[config.mk]
export PLATFORM = sky130hd
export DESIGN_NAME = ps2_key_event_flat
export DESIGN_NICKNAME = d
export VERILOG_FILES = /design/src/rtl/ps2_key_event_if.sv /design/src/rtl/ps2_key_event.sv /design/src/flat_wrapper.sv
export SDC_FILE = /design/constraint.sdc
export NUM_CORES = 1
export LEC_CHECK = 0
export ABC_AREA = 1
export BUFFER_PORTS_ARGS = -buffer_cell sky130_fd_sc_hd__buf_2
export CAP_MARGIN = 10
export CORE_MARGIN = 1.5
export CORE_UTILIZATION = 65
export CTS_CLUSTER_SIZE = 28
export DETAILED_ROUTE_END_ITERATION = 10
export PLACE_DENSITY = 0.84
export SLEW_MARGIN = 20
export SYNTH_ARGS = -nofsm -noshare
export SYNTH_HDL_FRONTEND = slang
export SYNTH_SLANG_ARGS = --single-unit
[constraint.sdc]
create_clock -name clk -period 9.2 [get_ports clk]
set_input_delay 1.84 -clock clk [delete_from_list [all_inputs] [get_ports clk]]
set_output_delay 1.84 -clock clk [all_outputs]
set_load 0.1 [all_outputs]
[src/rtl/ps2_key_event_if.sv]
// Bundles the receiver-side pop handshake and the event-side valid/ready stream of ps2_key_event.
// The master modport is the ps2_key_event view; slave is the surrounding receiver/consumer view.
interface ps2_key_event_if;
    logic [7:0] ps2_data;
    logic       ps2_ready;
    logic       ps2_overflow;
    logic       ps2_nextdata_n;
    logic       evt_valid;
    logic       evt_ready;
    logic [7:0] evt_code;
    logic       evt_ext;
    logic       evt_break;
    logic       evt_repeat;
    logic [7:0] key_count;
    logic       key_held;
    logic [1:0] err_sticky;

    modport master (
        input  ps2_data, ps2_ready, ps2_overflow, evt_ready,
        output ps2_nextdata_n, evt_valid, evt_code, evt_ext, evt_break, evt_repeat,
        output key_count, key_held, err_sticky
    );

    modport slave (
        output ps2_data, ps2_ready, ps2_overflow, evt_ready,
        input  ps2_nextdata_n, evt_valid, evt_code, evt_ext, evt_break, evt_repeat,
        input  key_count, key_held, err_sticky
    );
endinterface

[src/rtl/ps2_key_event.sv]
// Folds PS/2 E0/F0 prefixes into key events, tracks typematic repeats and key count, buffers events in a FIFO.
// Optional macro PS2_TYPEMATIC_FILTER_EN: repeat makes are not pushed into the event FIFO.
//
// state  | meaning
// IDLE   | wait for a receiver byte, latch it
// POP    | strobe nextdata_n low, decode latched byte
// SETTLE | give the receiver a cycle to update ready/data
module ps2_key_event #(
    parameter int FIFO_DEPTH = 8,
    parameter int AW         = 3
) (
    input  logic            clk,
    input  logic            rst,
    ps2_key_event_if.master bus
);

    typedef enum logic [1:0] {IDLE, POP, SETTLE} state_t;

    state_t          state;
    state_t          state_nxt;
    logic [7:0]      byte_r;
    logic            ext_f;
    logic            brk_f;
    logic            held_ext;
    logic [7:0]      held_code;
    logic            key_held_r;
    logic [7:0]      key_count_r;
    logic [1:0]      err_r;
    logic [10:0]     mem [FIFO_DEPTH];
    logic [AW:0]     wr_ptr;
    logic [AW:0]     rd_ptr;
    logic [10:0]     head;

    logic            decode;
    logic            is_prefix;
    logic            is_code;
    logic            same_key;
    logic            rep;
    logic            push;
    logic            pop;
    logic            full;
    logic            empty;
    logic            push_ok;
    logic            drop;

    always_ff @(posedge clk or posedge rst) begin
        if (rst) state <= IDLE;
        else     state <= state_nxt;
    end

    always_comb begin
        state_nxt = state;
        case (state)
            IDLE:    if (bus.ps2_ready) state_nxt = POP;
            POP:     state_nxt = SETTLE;
            SETTLE:  state_nxt = IDLE;
            default: state_nxt = IDLE;
        endcase
    end

    assign decode    = (state == POP);
    assign is_prefix = (byte_r == 8'hE0) || (byte_r == 8'hF0) || (byte_r == 8'hE1);
    assign is_code   = decode && !is_prefix;
    assign same_key  = ({ext_f, byte_r} == {held_ext, held_code});
    assign rep       = !brk_f && key_held_r && same_key;

`ifdef PS2_TYPEMATIC_FILTER_EN
    assign push = is_code && !rep;
`else
    assign push = is_code;
`endif

    assign empty   = (wr_ptr == rd_ptr);
    assign full    = (wr_ptr[AW] != rd_ptr[AW]) && (wr_ptr[AW-1:0] == rd_ptr[AW-1:0]);
    assign pop     = bus.evt_ready && !empty;
    // A pop in the same cycle frees the slot, so a push into a full FIFO still lands.
    assign push_ok = push && (!full || pop);
    assign drop    = push && full && !pop;

    always_ff @(posedge clk or posedge rst) begin
        if (rst) begin
            byte_r      <= '0;
            ext_f       <= 1'b0;
            brk_f       <= 1'b0;
            held_ext    <= 1'b0;
            held_code   <= '0;
            key_held_r  <= 1'b0;
            key_count_r <= '0;
            err_r       <= '0;
        end else begin
            if (state == IDLE && bus.ps2_ready) byte_r <= bus.ps2_data;
            if (decode) begin
                if (byte_r == 8'hE0) ext_f <= 1'b1;
                else if (byte_r == 8'hF0) brk_f <= 1'b1;
                else if (byte_r != 8'hE1) begin
                    ext_f <= 1'b0;
                    brk_f <= 1'b0;
                end
            end
            if (is_code && !brk_f && !rep) begin
                held_ext    <= ext_f;
                held_code   <= byte_r;
                key_held_r  <= 1'b1;
                key_count_r <= key_count_r + 8'd1;
            end
            if (is_code && brk_f && same_key) key_held_r <= 1'b0;
            if (drop) err_r[1] <= 1'b1;
            if (bus.ps2_overflow) err_r[0] <= 1'b1;
        end
    end

    always_ff @(posedge clk or posedge rst) begin
        if (rst) begin
            wr_ptr <= '0;
            rd_ptr <= '0;
            for (int i = 0; i < FIFO_DEPTH; i++) mem[i] <= '0;
        end else begin
            if (push_ok) begin
                mem[wr_ptr[AW-1:0]] <= {ext_f, brk_f, rep, byte_r};
                wr_ptr <= wr_ptr + (AW+1)'(1);
            end
            if (pop) rd_ptr <= rd_ptr + (AW+1)'(1);
        end
    end

    assign head               = mem[rd_ptr[AW-1:0]];
    assign bus.ps2_nextdata_n = !decode;
    assign bus.evt_valid      = !empty;
    assign bus.evt_ext        = head[10];
    assign bus.evt_break      = head[9];
    assign bus.evt_repeat     = head[8];
    assign bus.evt_code       = head[7:0];
    assign bus.key_count      = key_count_r;
    assign bus.key_held       = key_held_r;
    assign bus.err_sticky     = err_r;

endmodule

[src/flat_wrapper.sv]
// flat-port wrapper written by rule: the top's interface ports become plain ports
module ps2_key_event_flat 
#(
    parameter int FIFO_DEPTH = 8,
    parameter int AW         = 3
)
  (clk, rst, bus_ps2_data, bus_ps2_ready, bus_ps2_overflow, bus_evt_ready, bus_ps2_nextdata_n, bus_evt_valid, bus_evt_code, bus_evt_ext, bus_evt_break, bus_evt_repeat, bus_key_count, bus_key_held, bus_err_sticky);
  ps2_key_event_if bus_i ();
  input  logic clk;
  input  logic rst;
  input wire logic [$bits(bus_i.ps2_data)-1:0] bus_ps2_data;
  input wire logic [$bits(bus_i.ps2_ready)-1:0] bus_ps2_ready;
  input wire logic [$bits(bus_i.ps2_overflow)-1:0] bus_ps2_overflow;
  input wire logic [$bits(bus_i.evt_ready)-1:0] bus_evt_ready;
  output wire logic [$bits(bus_i.ps2_nextdata_n)-1:0] bus_ps2_nextdata_n;
  output wire logic [$bits(bus_i.evt_valid)-1:0] bus_evt_valid;
  output wire logic [$bits(bus_i.evt_code)-1:0] bus_evt_code;
  output wire logic [$bits(bus_i.evt_ext)-1:0] bus_evt_ext;
  output wire logic [$bits(bus_i.evt_break)-1:0] bus_evt_break;
  output wire logic [$bits(bus_i.evt_repeat)-1:0] bus_evt_repeat;
  output wire logic [$bits(bus_i.key_count)-1:0] bus_key_count;
  output wire logic [$bits(bus_i.key_held)-1:0] bus_key_held;
  output wire logic [$bits(bus_i.err_sticky)-1:0] bus_err_sticky;
  assign bus_i.ps2_data = bus_ps2_data;
  assign bus_i.ps2_ready = bus_ps2_ready;
  assign bus_i.ps2_overflow = bus_ps2_overflow;
  assign bus_i.evt_ready = bus_evt_ready;
  assign bus_ps2_nextdata_n = bus_i.ps2_nextdata_n;
  assign bus_evt_valid = bus_i.evt_valid;
  assign bus_evt_code = bus_i.evt_code;
  assign bus_evt_ext = bus_i.evt_ext;
  assign bus_evt_break = bus_i.evt_break;
  assign bus_evt_repeat = bus_i.evt_repeat;
  assign bus_key_count = bus_i.key_count;
  assign bus_key_held = bus_i.key_held;
  assign bus_err_sticky = bus_i.err_sticky;
  ps2_key_event #(.FIFO_DEPTH(FIFO_DEPTH), .AW(AW)) u_core (.clk(clk), .rst(rst), .bus(bus_i));
endmodule
# Yosys cells after proc, flatten, opt, wreduce, memory -nomap -nowiden
# Cells that the tools add are included.
# totals
regBits,128
input_bits,13
out_inout_bits,24
elab_cells,84
# op_classes
add_sub_neg,3
n_lt_le_gt_ge,3
n_eq_ne,11
mux,14
bitwise,3
reduce_logical,30
# ops
operator,n
$bwmux 88,1
$bmux 11 s3,1
$demux 11 s3,1
$mux 11,3
$eq 8x8->1 const B,3
$logic_and 1x1->1,14
$eq 9x9->1,1
$add 4x1->4 const B,2
$add 8x1->8 const B,1
$ge 4x4->1 const B,2
$ne 8x8->1 const B,1
$not 3->4,2
$logic_not 1->1,7
$mux 1,6
$reduce_and 3->1,2
$reduce_bool 2->1,3
$eq 4x4->1,1
$lt 4x1->1 const B,1
$pmux 2 s2,1
$eq 3x3->1,1
$logic_or 1x1->1,3
$eq 2x1->1 const B,1
$logic_not 2->1,1
$mux 2,1
other kinds (4),4

# Depth between registers and ports, before layout
# depth
depth_word,9
mapped_depth,11
mapped_depth_nobuf,10

# Worst setup path before layout
# Ideal clock, no wire load.
# synth_timing
path_kind,reg2out
startpoint,reg u_core.rd_ptr[0]
endpoint,out bus_evt_break
arrival_ns,1.733
slack_ns,5.627
stages_incl_launch_ff,7
path_cell_list,dfrtp_1 -> buf_2 -> clkbuf_1 -> o21ai_0 -> o22ai_1 -> nand2_1 -> nand2_1
# synth_between
elab_chain_cells,4
# synth_lines
element,line_no,rtl
from (decl),ps2_key_event.sv:31,logic [AW:0] rd_ptr;
from (signal assigned),ps2_key_event.sv:122,if (pop) rd_ptr <= rd_ptr + (AW+1)'(1);
$not 3->4 (implied by the code),ps2_key_event.sv:126,assign head = mem[rd_ptr[AW-1:0]];
$bmux 11 s3,ps2_key_event.sv:126,
$mux 11 (implied by the code) (2 in a row),ps2_key_event.sv:126,
to (decl),flat_wrapper.sv:19,output wire logic [$bits(bus_i.evt_break)-1:0] bus_evt_break;
# No other way between the ends. The select of a mux whose other input is x is not followed.

# Final worst setup path
# layout_timing
startpoint,reg u_core.rd_ptr[1]
endpoint,out bus_evt_code[4]
# layout_between
elab_chain_cells,4
# layout_lines
element,line_no,rtl
$not 3->4 (implied by the code),ps2_key_event.sv:126,
$bmux 11 s3,ps2_key_event.sv:126,
$mux 11 (implied by the code) (2 in a row),ps2_key_event.sv:126,
to (decl),flat_wrapper.sv:17,output wire logic [$bits(bus_i.evt_code)-1:0] bus_evt_code;
# No other way between the ends. The select of a mux whose other input is x is not followed.

==> impl_metrics.py <==
metrics = {
    "outcome": {
        "status": "finished clean",
    },
    "layout": {
        "final_nets": 859,
        "drive_above_1_share_pct": 17.2,
        "multi_input_area_mm2": 0.00304,
        "layout-area-overhead-vs-synth_pct": 11.8,
        "final_cell_mix": "314 x nand2_1, 128 x dfrtp_1, 73 x nand3_1, 65 x nor2_1, 53 x o21ai_0",
        "seq_area_mm2": 0.00320,
        "layoutNonFillerInstCount": 989,
        "final_common_cell": "nand2_1",
        "fillers": 686,
        "antenna_cells": 0,
    },
    "placement": {
        "dp_cells": 956,
        "numPortBuffers": 36,
        "post-place-ws_ns": 5.10,
        "hpwlAfterDp_mm": 11.3,
        "gp_routability_congestion": 0.885,
    },
    "routing": {
        "routed_wl_mm": 17.8,
        "drt_iter0_markers": 539,
        "first_pass_iters": 6,
        "via_per_inst": 6.00,
        "drcViolationCount": 0,
        "via_count": 5937,
        "wire_per_inst_um": 18.0,
        "antenna_left": 0,
    },
    "sta": {
        "hold_viol_final": 0,
        "setup_viol": 0,
        "min_period_ns": 4.80,
        "rsz0062_at_grt": "no",
        "worst_clock_skew_ns": 0.00411,
        "maxSlewHeadroom_pct": 24.0,
        "postLayoutSetupSlackWorst_ns": 4.40,
        "worst_pin_slew_ns": 1.14,
        "fmax_ghz": 0.209,
        "setup_tns_ns": 0,
        "drv_slew": 0,
        "final.period_utilization_pct": 52.1,
    },
    "global_route": {
        "grt_pass1_wl_mm": 28.8,
        "grt_overflow": 0,
        "grt.total_usage_pct": 34.3,
        "grt_max_degree": 66,
        "antenna_found_initial": 0,
        "first_global_vias": 5771,
    },
    "clock_tree": {
        "clock_sinks": 128,
        "cts_buffer_depth": 2,
        "clkTransAtPathRegs_ns": 0.06,
        "cts_setup_buffers": 0,
        "hold_buffers": 0,
        "cts_tree": "yes",
        "cts_buffers": 17,
        "cts.htree.levels": 4,
        "cts_resized": 0,
        "insertion_delay_ns": 0.54,
        "cts_root_buf": "clkbuf_8",
    },
    "critical_path": {
        "end_kind": "output port",
        "crit_path_max_fanout": 26,
        "critPathArrivalTime_ns": 2.96,
        "timing_worst_setup_path_type": "flop to output port",
        "critPathRequiredTime_ns": 7.36,
        "crit_start": "u_core.rd_ptr[1]$_DFFE_PP0P_",
        "cp-start-kind": "flop",
        "rr_startpoint": "u_core.rd_ptr[1]$_DFFE_PP0P_",
    },
    "hold_path": {
        "hold_class": "flop to flop",
        "min_from": "u_core.bus.err_sticky[0]$_DFFE_PP0P_",
    },
    "floorplan": {
        "dieArea_mm2": 0.0109,
        "coreArea_mm2": 0.00986,
        "ios": 37,
        "die_y_um": 104,
        "rows": 36,
        "die_width_um": 104,
        "start_util_pct": 67.7,
    },
    "synth": {
        "synthesis.instances": 835,
        "yosys_warnings": 0,
        "synth_ff_type": "dfrtp_1",
        "synth.distinct_cells": 29,
        "syn_nets": 851,
        "synth_edf_count": 0,
        "syn_area_mm2": 0.00668,
        "syn_area_per_cell_um2": 7.99,
        "ys_ff_latch": 128,
        "synth.yosys.seq_area_share_pct": 48.0,
        "synth_async_sr_flop_share_pct": 100,
    },
    "job": {
        "max_cap_viol_count": 0,
    },
    "pwr": {
        "max-vdd-ir-drop_mv": 0.723,
        "p_per_area_mw_per_mm2": 428,
        "p_leak_nw": 3.80,
        "finalPower_mw": 3.19,
    },
}
==> through the flow <==
stage | hold slack (ns) | area (µm²) | util, %
finish | 0.461 | 7460 | 75.6
floorplan | 0.437 | 6680 | -
CTS | 0.465 | 7430 | 75.4
detailed placement | 0.450 | 6780 | 68.7
global placement | 0.445 | 6780 | 68.7
global route | 0.490 | 7460 | 75.6
==> cells in the mapped netlist (all sizes together), types with 3 or more instances <==
master / instances / area [µm²]
nand2: 318 / 1210
dfrtp: 128 / 3200
xor2: 6 / 52.6
o22ai: 22 / 138
buf: 38 / 231
nand3: 126 / 903
nor2: 72 / 318
a21oi: 3 / 15.0
xnor2: 7 / 61.3
ha: 3 / 37.5
inv: 36 / 135
clkbuf: 17 / 63.8
o21ai: 54 / 270
==> power by group <==
group / leakage [nW] / switching [mW] / internal (mW) / total [mW]
logic: 1.82 / 1.11 / 0.328 / 1.44
clock network: 0.314 / 0.255 / 0.482 / 0.738
registers: 1.66 / 0.241 / 0.773 / 1.01
total: 3.80 / 1.61 / 1.58 / 3.19
==> cell families after synthesis <==
logic type	count (synthesis)	synth area share (%)
buffers and inverters	91	6.45
and+or+nand+nor	520	36.9
DFF	128	48.0
AOI/OAI and AO/OA	80	6.45
xor gates and xnor gates	13	1.71
adders and majority gates	3	0.562
==> state kept, by name, indices dropped and copies added, names as in the netlist <==
name and flops:
u_core.bus.key_held 1, u_core.wr_ptr 4, u_core.rd_ptr 4, u_core.bus.err_sticky 2, u_core.held_ext 1, u_core.ext_f 1, u_core.bus.key_count 8, u_core.held_code 8
u_core.byte_r 8, u_core.brk_f 1, u_core.state 2, u_core.mem 88
==> layout make-up <==
class,count,area share [%]
Multi-Input combinational cell,616,40.8
Tap cell,133,2.23
Clock buffer,19,5.92
Clock inverter,13,2.82
Timing Repair Buffer,44,3.49
Sequential cell,128,42.9
Inverter,36,1.84
==> per-layer routing <==
layer | part of all wire [%] | track usage [%] | vias up
li1 | - | - | 2693
met1 | 40 | 44.6 | 2861
met2 | 45 | 51.1 | 328
met3 | 10 | 12.0 | 55
met4 | 3.8 | 16.9 | 0
met5 | 0 | 0 | -
==> final timing paths <==
path | end | slack [ns] | cells past startpoint
worst max register to register | u_core.wr_ptr[2]$_DFFE_PP0P_ | 5.96 | 11
max in group asynchronous | u_core.mem[52]$_DFFE_PP0P_ | 6.41 | 3
worst min register to register | u_core.bus.err_sticky[0]$_DFFE_PP0P_ | 0.46 | 1
min in group asynchronous | u_core.bus.key_count[6]$_DFFE_PP0P_ | 1.44 | 2
worst max-delay path | bus_evt_code[4] | 4.40 | 6
worst min-delay path | u_core.bus.err_sticky[0]$_DFFE_PP0P_ | 0.46 | 1
==> worst max-delay path: stages (launching register included) <==
cell and delay (ns):
dfrtp_1 0.74, inv_2 0.53, o21ai_0 0.18, o22ai_1 0.27, nand2_1 0.16, nand2_1 0.09
buf_2 0.42
No activity file was read; power rests on OpenSTA's default activity.
